==> src/rtl/vga_scanout.sv <==
// VGA raster generator: drives x/y scan coordinates into the sprite cluster and
// registers the returned colour and syncs one pixel period later.
module vga_scanout #(
  parameter int H_VISIBLE   = 640,
  parameter int H_FRONT     = 16,
  parameter int H_SYNC      = 96,
  parameter int H_BACK      = 48,
  parameter int V_VISIBLE   = 480,
  parameter int V_FRONT     = 10,
  parameter int V_SYNC      = 2,
  parameter int V_BACK      = 33,
  parameter int PIX_DIV     = 4,
  parameter int INT_WIDTH   = 16,
  parameter int COLOR_WIDTH = 12
) (
  input  logic                     clk,
  input  logic                     rst,
  output logic [INT_WIDTH-1:0]     x,
  output logic [INT_WIDTH-1:0]     y,
  input  logic [COLOR_WIDTH-1:0]   pixel,
  output logic [COLOR_WIDTH/3-1:0] vga_r,
  output logic [COLOR_WIDTH/3-1:0] vga_g,
  output logic [COLOR_WIDTH/3-1:0] vga_b,
  output logic                     hsync,
  output logic                     vsync,
  output logic                     vblank,
  output logic                     frame_start
);
  localparam int H_TOTAL = H_VISIBLE + H_FRONT + H_SYNC + H_BACK;
  localparam int V_TOTAL = V_VISIBLE + V_FRONT + V_SYNC + V_BACK;
  localparam int DIV_W   = (PIX_DIV > 1) ? $clog2(PIX_DIV) : 1;
  localparam int CW3     = COLOR_WIDTH / 3;

  logic [DIV_W-1:0]     div;
  logic [INT_WIDTH-1:0] hcnt, vcnt;
  logic                 first_tick;
  logic                 tick, h_last, v_last, active, hs_n, vs_n;

  assign tick   = (div == DIV_W'(PIX_DIV - 1));
  assign h_last = (hcnt == INT_WIDTH'(H_TOTAL - 1));
  assign v_last = (vcnt == INT_WIDTH'(V_TOTAL - 1));
  assign active = (hcnt < INT_WIDTH'(H_VISIBLE)) && (vcnt < INT_WIDTH'(V_VISIBLE));
  assign hs_n   = !((hcnt >= INT_WIDTH'(H_VISIBLE + H_FRONT)) &&
                    (hcnt <  INT_WIDTH'(H_VISIBLE + H_FRONT + H_SYNC)));
  assign vs_n   = !((vcnt >= INT_WIDTH'(V_VISIBLE + V_FRONT)) &&
                    (vcnt <  INT_WIDTH'(V_VISIBLE + V_FRONT + V_SYNC)));

  // The counters are the coordinate registers, so x/y and vblank stay aligned.
  assign x      = hcnt;
  assign y      = vcnt;
  assign vblank = (vcnt >= INT_WIDTH'(V_VISIBLE));

  always_ff @(posedge clk) begin
    if (!rst) begin
      div         <= '0;
      hcnt        <= '0;
      vcnt        <= '0;
      first_tick  <= 1'b1;
      vga_r       <= '0;
      vga_g       <= '0;
      vga_b       <= '0;
      hsync       <= 1'b1;
      vsync       <= 1'b1;
      frame_start <= 1'b0;
    end else begin
      frame_start <= 1'b0;
      if (tick) begin
        div         <= '0;
        first_tick  <= 1'b0;
        frame_start <= first_tick | (h_last & v_last);
        if (h_last) begin
          hcnt <= '0;
          vcnt <= v_last ? '0 : vcnt + INT_WIDTH'(1);
        end else begin
          hcnt <= hcnt + INT_WIDTH'(1);
        end
        // Output stage captures the pixel period that is ending on this tick.
        vga_r <= active ? pixel[COLOR_WIDTH-1 -: CW3] : '0;
        vga_g <= active ? pixel[2*CW3-1 -: CW3]       : '0;
        vga_b <= active ? pixel[CW3-1:0]              : '0;
        hsync <= hs_n;
        vsync <= vs_n;
      end else begin
        div <= div + DIV_W'(1);
      end
    end
  end
endmodule

==> config.mk <==
export PLATFORM = sky130hd
export DESIGN_NAME = vga_scanout
export DESIGN_NICKNAME = d
export VERILOG_FILES = /design/src/rtl/vga_scanout.sv
export SDC_FILE = /design/constraint.sdc
export NUM_CORES = 1
export LEC_CHECK = 0
export ABC_AREA = 0
export CORE_MARGIN = 1
export CORE_UTILIZATION = 48
export DETAILED_ROUTE_END_ITERATION = 8
export HOLD_SLACK_MARGIN = 0.05
export PLACE_DENSITY_LB_ADDON = 0.05
export SYNTH_ARGS = -nofsm -noshare
export SYNTH_HDL_FRONTEND = slang
export SYNTH_SLANG_ARGS = --single-unit
==> constraint.sdc <==
create_clock -name clk -period 3.1 [get_ports clk]
set_input_delay 0.31 -clock clk [delete_from_list [all_inputs] [get_ports clk]]
set_output_delay 0.31 -clock clk [all_outputs]
set_load 0.02 [all_outputs]
==> impl_metrics.json, run 1 <==
{
  "start_util_pct": 50.0,
  "p_int_uw": 937,
  "drt-wirelength-per-cell_um": 14.5,
  "clockRootBuffer": "clkbuf_8",
  "swShare_pct": 21.8,
  "vias": 2265,
  "synth_common_cells": "dfxtp_1 (50), nand2_1 (19), nor2_1 (17), a21oi_1 (16), nand3_1 (14)",
  "areaGrowthSynthToFinish_pct": 34.0,
  "hold_viol": 0,
  "cts_hold_buffers": 0,
  "grtUsageTotal_pct": 22.9,
  "finalCriticalPeriod_ns": 2.50,
  "cts_tree": "done",
  "async_reset_ff_share_pct": 0,
  "setup_viol": 0,
  "drtIter0Drc": 170,
  "path_class": "reg -> reg",
  "yosysWarnings": 0,
  "synth_top_area_share_pct": 42.4,
  "leakage_uw": 0.00109,
  "synth_top_cells_by_area": "dfxtp_1 (42%), a22o_1 (4.4%), a21oi_1 (3.4%)",
  "worstSkewPairLatency_ns": 0.30,
  "diodes": 0,
  "final_nets": 350,
  "cts_buffers": 5,
  "worst_pin_slew_ns": 0.566,
  "core_um2": 4720,
  "outcome": "completed",
  "totalWireLength_mm": 5.78,
  "grt_setup_unrepaired": "false",
  "via_per_inst": 5.69,
  "grt_pass1_vias": 1924,
  "ir_worst_vdd_mv": 0.228,
  "powerDensity_nw_per_um2": 379,
  "dieWidth_um": 72.2,
  "setup_tns_ns": 0,
  "dieHeight_um": 72.2,
  "synth_edf_count": 0,
  "arrival_ns": 2.73,
  "end_kind": "register",
  "cts_setup_buffers": 0,
  "antenna_found_initial": 0,
  "drc": 0,
  "synth_area_leader_cell": "dfxtp_1",
  "slew_headroom_pct": 61.9,
  "synth_fp_nets": 289,
  "netSwitchingPower_uw": 261,
  "total_power_uw": 1200,
  "final_cell_count_no_fill": 398,
  "fmaxAchievable_mhz": 400,
  "h-tree-depth": 2,
  "required_ns": 3.33,
  "post-route-period-util_pct": 80.7,
  "clkTransAtPathRegs_ns": 0.09,
  "grt_pass1_wl_mm": 9.40,
  "r2r_setup_slack_ns": 0.60,
  "dp_hpwl_mm": 4.24,
  "timing_max_transition_violations_final": 0,
  "syn_area_um2": 2360,
  "ys_ff_latch": 50,
  "netlist_instances": 269,
  "port_buffers": 61,
  "globalplace.congestion": 0.806,
  "synth.yosys.seq_area_share_pct": 42.4,
  "grt_overflow_total": 0,
  "fin_skew_ns": 0.00713,
  "ant_nets": 0,
  "p_seq_share_pct": 55.2,
  "grt_start_max_net_pins": 17,
  "cts_sinks": 50,
  "utilization_pct": 67.0,
  "first_pass_iters": 4,
  "pwr-share-comb_pct": 7.3,
  "std_cell_rows": 25,
  "cp-start-kind": "register",
  "dpl.cell_count": 390,
  "clockBufferDepth": 2,
  "cap_viol_max_count": 0,
  "p_clk_share_pct": 37.5,
  "layout-drive-gt1-share_pct": 6.65,
  "yosysUniqueCellTypes": 43,
  "die-area_um2": 5210,
  "syn_area_per_cell_um2": 8.78,
  "synth.most_common_cell": "dfxtp_1",
  "path_max_fanout": 16,
  "cts-resized-gates": 0,
  "hold_path.class": "reg -> reg",
  "synth_ff_type": "dfxtp_1",
  "ioPinCount": 62
}
[stage by stage]
stage	worst slack [ns]	hold slack, ns	cell area (µm²)
floorplan	0.758	0.398	2360
global placement	0.680	0.412	3060
detailed placement	0.629	0.416	3060
CTS	0.608	0.430	3170
global route	0.420	0.449	3170
finish	0.599	0.429	3170
[final timing paths]
| kind | endpoint | start | depth (start not counted) |
|---|---|---|---|
| max | y[12]$_SDFFE_PN0P_ | x[4]$_SDFFE_PN0P_ | 4 |
| min | div[0]$_SDFF_PP0_ | div[0]$_SDFF_PP0_ | 1 |
| max reg2reg | y[12]$_SDFFE_PN0P_ | x[4]$_SDFFE_PN0P_ | 4 |
| min reg2reg | div[0]$_SDFF_PP0_ | div[0]$_SDFF_PP0_ | 1 |
[layout by cell type, fill, tap and decap left out, drive strengths merged, types with 5 or more instances in the layout]
master and instances:
inv 7, and4 6, and3 5, nor2 17
dfxtp 50, a21oi 16, nand2 19, nand4 11
nor3 10, buf 9, clkdlybuf4s50 61, xnor2 6
xor2 5, or4 11, nor4 6, clkbuf 5
ha 6, o31ai 8, a22o 12, nand3 14
[layer usage]
metal	up-vias	global-route usage (%)	part of all wire [%]
met5	-	0	0
met4	0	7.19	0.54
met3	2	4.44	4.7
met2	66	35.7	45
met1	1062	32.0	50
li1	1135	-	-
[cells by family after synthesis]
| family | after synthesis | share of synthesized area [%] |
|---|---|---|
| XOR/XNOR | 11 | 4.08 |
| multiplexers | 1 | 0.424 |
| flip-flops | 50 | 42.4 |
| AND/OR/NAND/NOR | 121 | 29.4 |
| adder cells (fa/ha/maj) | 6 | 3.18 |
| AO/OA/AOI/OAI | 56 | 16.4 |
| buffers and inverters | 24 | 4.13 |
[final cells by class]
| cell class | count | area, µm² |
|---|---|---|
| Multi-Input combinational cell | 195 | 1260 |
| Inverter | 8 | 30.0 |
| Clock buffer | 5 | 68.8 |
| Sequential cell | 50 | 1000 |
| Clock inverter | 3 | 40.0 |
| Tap cell | 67 | 83.8 |
| Timing Repair Buffer | 70 | 678 |
| Fill cell | 386 | 1560 |
[sequential cells by signal, summed over array words and instances (netlist names)]
name         flops
x               16
vga_b            4
hsync            1
frame_start      1
first_tick       1
div              2
vsync            1
y               16
vga_r            4
vga_g            4
[power groups by stage]
stage | clock [µW] | sequential (µW) | combinational, µW
after floorplan | 0 | 686 | 31.0
after global placement | 0 | 676 | 87.1
after detailed placement | 0 | 676 | 87.9
after CTS | 463 | 662 | 88.3
after global routing | 484 | 663 | 95.0
final | 449 | 661 | 87.8
[worst max-delay path, stage by stage, from the launching register on]
cell,delay [ns]
dfxtp_1,0.48
or4b_4,0.53
or4_1,0.73
or4_1,0.55
a21oi_1,0.15
Power figures use the tool's default switching activity.
==> inputs of run 2 (changes only) <==
CORE_UTILIZATION = 44   (was 48)
clock period = 2.3 ns   (was 3.1 ns; I/O delays follow)
==> run 2 against run 1 <==
Critical endpoint is now y[6]$_SDFFE_PN0P_. Via count is 5.7% higher. Total power is 33% higher. Combinational power is 44% higher. Fmax is 17% higher. Cell area is 6.0% higher. First-iteration DRC count is 38% higher. Sequential power is 35% higher. Critical path depth is 1 higher.
==> impl_metrics.json, run 2 (synthesis gave the netlist of run 1 again) <==
{
  "drc": 0,
  "layout_commonest_cell": "clkdlybuf4s50_1",
  "hold_path.class": "reg -> reg",
  "required_ns": 2.53,
  "ioPinCount": 62,
  "globalplace.congestion": 0.851,
  "cts_buffers": 5,
  "core_um2": 5140,
  "outcome": "completed",
  "finalCriticalPeriod_ns": 2.14,
  "powerDensity_nw_per_um2": 474,
  "drtIter0Drc": 235,
  "leakage_uw": 0.00121,
  "vias": 2395,
  "antenna_found_initial": 0,
  "fmaxAchievable_mhz": 467,
  "first_pass_iters": 4,
  "areaGrowthSynthToFinish_pct": 42.0,
  "worstSkewPairLatency_ns": 0.30,
  "critPathBufInv": 1,
  "clkTransAtPathRegs_ns": 0.09,
  "fin_skew_ns": 0.00726,
  "cp-start-kind": "register",
  "std_cell_rows": 26,
  "die-area_um2": 5670,
  "crit_slowest_cell": "or4b_4",
  "worst_pin_slew_ns": 0.432,
  "cp_slowest_stage_delay_ns": 0.53,
  "ir_worst_vdd_mv": 0.331,
  "start_util_pct": 46.0,
  "dieWidth_um": 75.3,
  "cts_sinks": 50,
  "ant_nets": 0,
  "diodes": 0,
  "slew_headroom_pct": 70.9,
  "clockRootBuffer": "clkbuf_8",
  "cts_tree": "done",
  "dp_hpwl_mm": 4.54,
  "clockBufferDepth": 2,
  "grt_pass1_wl_mm": 10.2,
  "via_per_inst": 5.66,
  "setup_tns_ns": 0,
  "end_kind": "register",
  "cp_cell_sequence": "or4b_4 > buf_4 > or4_1 > or4_1 > a21oi_1",
  "grt_overflow_total": 0,
  "arrival_ns": 2.37,
  "fillers": 463,
  "h-tree-depth": 2,
  "grtUsageTotal_pct": 23.7,
  "cts_setup_buffers": 0,
  "port_buffers": 61,
  "timing_max_transition_violations_final": 0,
  "layout-drive-gt1-share_pct": 13.3,
  "setup_viol": 0,
  "grt_start_max_net_pins": 20,
  "totalWireLength_mm": 6.30,
  "total_power_uw": 1590,
  "layout_common_cells": "clkdlybuf4s50_1 (61), dfxtp_1 (49), buf_4 (30), nand2_1 (19), nor2_1 (17)",
  "dieHeight_um": 75.3,
  "cap_viol_max_count": 0,
  "hold_viol": 0,
  "post-route-period-util_pct": 93.1,
  "path_class": "reg -> reg",
  "drt-wirelength-per-cell_um": 14.9,
  "cp_common_cell": "or4_1",
  "final_nets": 372,
  "grt_setup_unrepaired": "false",
  "crit_family": "simple AND/OR/NAND/NOR gates",
  "path_max_fanout": 4,
  "grt_pass1_vias": 2124
}
==> run 2: changes by cell type in the layout (fill, tap and decap cells not counted), sizes merged <==
cell    delta
clkinv     -1
bufinv     -1
clkbuf     +2
buf       +22
==> run 2: worst reg2reg max path, cell delays in order, from the launching register on <==
cell and delay [ns]:
dfxtp_1 0.33, or4b_4 0.53, buf_4 0.16, or4_1 0.42
or4_1 0.49, a21oi_1 0.14
==> run 2: worst paths after layout <==
check,from,cells past startpoint,slack (ns),end
worst max-delay path,x[5]$_SDFFE_PN0P_,5,0.16,y[6]$_SDFFE_PN0P_
worst min-delay path,div[0]$_SDFF_PP0_,1,0.43,div[0]$_SDFF_PP0_
worst max register to register,x[5]$_SDFFE_PN0P_,5,0.16,y[6]$_SDFFE_PN0P_
worst min register to register,div[0]$_SDFF_PP0_,1,0.43,div[0]$_SDFF_PP0_
==> run 2: per-stage QoR <==
step	util [%]	setup WS (ns)	hold slack [ns]	std cells	cell area (µm²)
global route	65.3	0.0578	0.475	423	3350
floorplan	-	0.0357	0.356	269	2360
finish	65.3	0.158	0.426	423	3350
detailed placement	63.0	0.0718	0.412	415	3240
CTS	65.1	0.0523	0.432	423	3340
global placement	63.0	0.107	0.417	415	3240
==> run 2: power breakdown <==
group	leakage [µW]	total (µW)	internal [µW]	switching, µW
clock	0.0000544	573	276	297
combinational	0.000750	126	65.4	60.1
sequential	0.000404	890	882	7.85
==> run 2: metal layers <==
layer / track usage [%] / wire length (µm)
met1: 32.9 / 2960
met2: 36.4 / 2870
met3: 5.09 / 389
met4: 8.64 / 85
met5: 0 / 0
==> run 2: timing repair <==
action                                  CTS  global route
endpoints found under the setup margin    0             5
hold buffers                              0             0
resized for setup                         0             2
==> run 2: layout make-up <==
cell class | count | area (µm²) | share of cell area [%]
repair buffers | 92 | 856 | 25.5
flip-flops and latches | 50 | 1000 | 29.9
inverters | 8 | 30.0 | 0.895
clock buffers | 7 | 96.3 | 2.87
well taps | 70 | 87.6 | 2.61
clock inverters | 1 | 8.76 | 0.261
multi-input cells | 195 | 1270 | 38.0
